[src/rtl/fpu_col_sequencer.sv]
// Column-fetch sequencer for the FPU column buffers: fetches one column at a time,
// strobes the buffer shift on arrival, and offers 3-column windows to the FPU.
module fpu_col_sequencer #(
  parameter int COL_WIDTH = 10,
  parameter int W_BITS    = 12
) (
  input  logic              clk,
  input  logic              rst,
  input  logic              start,
  input  logic [W_BITS-1:0] img_width,
  output logic              col_req,
  output logic [W_BITS-1:0] col_idx,
  input  logic              col_gnt,
  input  logic              col_vld,
  output logic              shift_cols,
  output logic              win_valid,
  input  logic              win_ready,
  output logic              busy,
  output logic              done,
  output logic              err
);

  if (COL_WIDTH < 1) begin : g_bad_cfg
    $error("COL_WIDTH must be at least 1");
  end

  localparam logic [W_BITS-1:0] MIN_WIDTH = W_BITS'(3);

  // IDLE wait start | REQ fetch requested | WAIT granted, awaiting data | WIN window offered | DONE done pulse
  typedef enum logic [2:0] {S_IDLE, S_REQ, S_WAIT, S_WIN, S_DONE} state_t;

  state_t            state, state_nxt;
  logic [W_BITS-1:0] width_q;
  logic [W_BITS-1:0] idx_q;
  logic [1:0]        loaded_q;
  logic [1:0]        loaded_inc;
  logic              err_q;
  logic              start_ok;

  assign start_ok   = (state == S_IDLE) && start && (img_width >= MIN_WIDTH);
  assign loaded_inc = (loaded_q == 2'd3) ? 2'd3 : loaded_q + 2'd1;

  always_ff @(posedge clk or posedge rst) begin
    if (rst) state <= S_IDLE;
    else     state <= state_nxt;
  end

  always_comb begin
    state_nxt = state;
    case (state)
      S_IDLE: if (start_ok) state_nxt = S_REQ;
      S_REQ:  if (col_gnt) state_nxt = S_WAIT;
      S_WAIT: if (col_vld) state_nxt = (loaded_inc == 2'd3) ? S_WIN : S_REQ;
      S_WIN:  if (win_ready) state_nxt = (idx_q == width_q) ? S_DONE : S_REQ;
      S_DONE: state_nxt = S_IDLE;
      default: state_nxt = S_IDLE;
    endcase
  end

  always_ff @(posedge clk or posedge rst) begin
    if (rst) begin
      width_q  <= '0;
      idx_q    <= '0;
      loaded_q <= '0;
      err_q    <= 1'b0;
    end else begin
      err_q <= (state == S_IDLE) && start && (img_width < MIN_WIDTH);
      if (start_ok) begin
        width_q  <= img_width;
        idx_q    <= '0;
        loaded_q <= '0;
      end else if ((state == S_WAIT) && col_vld) begin
        idx_q    <= idx_q + W_BITS'(1);
        loaded_q <= loaded_inc;
      end
    end
  end

  // Shift is combinational so it lines up with the column data on col_new.
  assign shift_cols = (state == S_WAIT) && col_vld;
  assign col_req    = (state == S_REQ);
  assign win_valid  = (state == S_WIN);
  assign busy       = (state != S_IDLE);
  assign done       = (state == S_DONE);
  assign err        = err_q;
  assign col_idx    = idx_q;

endmodule
[config.mk]
export PLATFORM = sky130hd
export DESIGN_NAME = fpu_col_sequencer
export DESIGN_NICKNAME = d
export VERILOG_FILES = /design/src/rtl/fpu_col_sequencer.sv
export SDC_FILE = /design/constraint.sdc
export NUM_CORES = 1
export LEC_CHECK = 0
export ABC_AREA = 1
export CORE_ASPECT_RATIO = 1.75
export CORE_UTILIZATION = 55
export DETAILED_ROUTE_END_ITERATION = 8
export DONT_BUFFER_PORTS = 1
export PLACE_DENSITY = 0.68
export SLEW_MARGIN = 10
export SYNTH_ARGS = -nofsm -noshare
export SYNTH_HDL_FRONTEND = slang
export SYNTH_SLANG_ARGS = --single-unit
[constraint.sdc]
create_clock -name clk -period 1.5 [get_ports clk]
set_clock_uncertainty 0.05 [all_clocks]
set_input_delay 0.225 -clock clk [delete_from_list [all_inputs] [get_ports clk]]
set_output_delay 0.225 -clock clk [all_outputs]
set_load 0.01 [all_outputs]
==> flow_metrics.py <==
metrics = {
    "timing": {
        "layout_worst_path_cycle_share_pct": 99.29,
        "relSlewSlack_pct": 72.45,
        "fmax_mhz": 671.4,
        "rsz0062_at_grt": "true",
        "setup_tns_ps": 0,
        "setup_viol": 0,
        "drv_slew": 0,
        "final.min_clock_period_ps": 1489,
        "worst_pin_slew_ps": 410.2,
        "hold_violations": 0,
    },
    "flow_run": {
        "cap_violations": 0,
    },
    "synthesis": {
        "ys.warnings.count": 0,
        "synth_nets": 256,
        "synth_area_um2": 1723,
        "syn_inst": 237,
        "ys_ff_latch": 30,
        "syn_area_per_cell_um2": 7.270,
        "synth_cell_types": 26,
        "ys_seq_area_share_pct": 43.57,
    },
    "final_layout": {
        "final_common_cell": "nand2_1",
        "nNetsFinal": 276,
        "postLayoutCoreUtil_pct": 67.03,
        "n_fill_cell": 269,
        "area.growth.synth_to_final_pct": 15.18,
        "antenna_cells": 0,
        "layout.cells.non_filler": 299,
        "drive_gt1_share_pct": 17.90,
        "final_cell_mix": "nand2_1 (79), inv_1 (35), nor2_1 (23), dfrtp_1 (23), o21ai_0 (15)",
        "fin_area_um2": 1984,
    },
    "placement": {
        "gp_congestion": 0.8014,
        "dp_cells": 286,
        "numPortBuffers": 0,
        "place_area_um2": 1832,
        "place_hpwl_mm": 3.118,
    },
    "clocking": {
        "clock_latency_ps": 280,
        "htreeDepth": 2,
        "root_buffer": "clkbuf_8",
        "numClockSinks": 30,
        "path_clk_slew_ps": 60,
        "cts_made_buffers": 5,
        "cts_tree": "built",
        "clockBufferDepth": 2,
    },
    "grt": {
        "grt_pass1_vias": 1572,
        "grt_antenna_before_repair": 0,
        "track_usage_pct": 26.03,
        "grt_pass1_wl_mm": 6.568,
        "overflow": 0,
        "grt_start_max_net_pins": 31,
    },
    "setup_path": {
        "cpPeakStageDelay_ps": 430,
        "reg2reg_slack_ps": 10,
        "arrival_ps": 1210,
        "cp_max_fo": 6,
        "crit_path_top_delay_cell": "dfrtp_1",
        "required_ps": 1220,
        "cp-start-kind": "flop",
        "crit_family": "flip-flops",
        "path_class": "flop to primary output",
        "cp-end-kind": "primary output",
        "critPathBufInv": 1,
        "crit_chain": "nor2_4, nand2_4, nor2_8, buf_6",
    },
    "floorplanning": {
        "fp.coreArea_um2": 2960,
        "die_area_um2": 3369,
        "rows": 26,
        "io_pins": 36,
        "die_h_um": 76.04,
        "start_util_pct": 58.20,
        "die_width_um": 44.31,
    },
    "pwr": {
        "cellInternalPower_mw": 1.948,
        "leakagePower_nw": 1.043,
        "power_density_nw_per_um2": 1647,
        "p_switching_mw": 1.321,
        "power_frac_seq_pct": 38.7,
        "combPwrFrac_pct": 43.2,
        "swShare_pct": 40.40,
        "clkPwrFrac_pct": 18.2,
        "ir_worst_vdd_v": 0.001419,
    },
    "routing": {
        "drtPass1Iterations": 4,
        "wl_mm": 3.959,
        "vias_per_cell": 5.100,
        "drc": 0,
        "route.detailed.wl_per_inst_um": 13.24,
        "final_antenna_net_count": 0,
        "drtIter0Drc": 35,
        "vias": 1525,
    },
    "outcome": {
        "status": "complete, no violations",
    },
    "worst_hold_path": {
        "holdCritPathClass": "input port to flop",
    },
}
-- layer usage --
metal | global-route usage [%] | wire (um) | up-vias | share of wire, %
li1 | - | - | 769 | -
met1 | 26.21 | 1443 | 708 | 36
met2 | 47.06 | 2237 | 35 | 57
met3 | 6.161 | 140 | 13 | 3.5
met4 | 12.12 | 138 | 0 | 3.5
met5 | 0 | 0 | - | 0
-- path summary, 6_finish.rpt --
kind,cells past startpoint,startpoint,end
worst min register to register,2,width_q[6]$_DFFE_PP0N_,width_q[6]$_DFFE_PP0N_
worst min-delay path,2,img_width[6],width_q[6]$_DFFE_PP0N_
max in group asynchronous,3,rst,col_idx[1]$_DFFE_PP0P_
worst max-delay path,4,state[2]$_DFFE_PP0P_,shift_cols
worst max register to register,7,state[2]$_DFFE_PP0P_,loaded_q[0]$_DFFE_PP0P_
min in group asynchronous,3,rst,width_q[10]$_DFFE_PP0N_
-- kinds of logic after synthesis --
logic type / Yosys count / synth area share, %
AND/OR/NAND/NOR: 130 / 33.91
buffers and inverters: 43 / 10.75
AO/OA/AOI/OAI: 28 / 8.497
XOR/XNOR: 5 / 2.542
adder cells (fa/ha/maj): 1 / 0.7261
flip-flops: 30 / 43.57
-- worst reg2reg max path, cell delays in order (launching register included) --
cell and delay [ps]:
dfrtp_1 430, inv_1 140, nand3_2 100, nor2_2 140, nand2_4 110, buf_4 160
o211ai_1 90, o21ai_0 140
-- Yosys cell counts --
| master | n | area, um2 |
|---|---|---|
| nor2_4 | 2 | 22.52 |
| xor2_1 | 1 | 8.760 |
| nand2_2 | 3 | 18.77 |
| o21bai_1 | 1 | 7.510 |
| nor2_2 | 2 | 12.51 |
| o211ai_1 | 1 | 7.510 |
| inv_1 | 36 | 135.1 |
| xnor2_1 | 4 | 35.03 |
| ha_1 | 1 | 12.51 |
| nor3_1 | 4 | 20.02 |
| a31oi_1 | 1 | 6.260 |
| buf_6 | 3 | 33.78 |
| nand3_2 | 2 | 20.02 |
| nand2_4 | 2 | 22.52 |
| nor2_1 | 24 | 90.09 |
| clkbuf_2 | 1 | 5.000 |
| nand2_1 | 79 | 296.5 |
| nor2_8 | 1 | 20.02 |
| o21ai_1 | 2 | 10.01 |
| nor3b_1 | 1 | 7.510 |
| a21oi_1 | 7 | 35.03 |
| nand3_1 | 7 | 35.03 |
| nand4_1 | 3 | 18.77 |
| o21ai_0 | 16 | 80.08 |
| dfrtp_1 | 30 | 750.7 |
| inv_2 | 3 | 11.26 |
-- sequential cells by signal (all words and copies together) (netlist names) --
| register | count |
|---|---|
| width_q | 12 |
| state | 3 |
| col_idx | 12 |
| loaded_q | 2 |
| err | 1 |
-- per-stage QoR --
stage	setup WS (ps)	hold slack, ps	total power, mW
finish	10.58	14.76	3.269
detailed placement	6.723	168.2	2.579
global route	-38.31	16.60	3.515
global placement	64.32	163.9	2.502
CTS	1.222	9.765	3.185
floorplan	100.1	265.8	2.197
-- cell type report --
| class | count | area (um2) | area share, % |
|---|---|---|---|
| inverters | 39 | 146.4 | 7.377 |
| flip-flops and latches | 30 | 759.5 | 38.27 |
| well taps | 42 | 52.55 | 2.648 |
| multi-input cells | 164 | 799.5 | 40.29 |
| clock buffers | 7 | 76.32 | 3.846 |
| repair buffers | 17 | 150.1 | 7.566 |
-- repair_timing --
item	in CTS	in global routing
hold buffers	1	0
pin swaps	1	2
setup buffers	1	4
resized for setup	1	13
endpoints found under the hold margin	30	0
setup endpoints to repair	2	17
-- power groups by stage --
stage	registers [mW]	logic [mW]	clock network, mW
2_1_floorplan	1.23	0.963	0
3_3_place_gp	1.26	1.24	0
3_5_place_dp	1.27	1.31	0
4_1_cts	1.25	1.33	0.603
5_1_grt	1.29	1.58	0.643
6_report	1.26	1.41	0.594
Note: power is estimated with default switching activity, not from simulation.
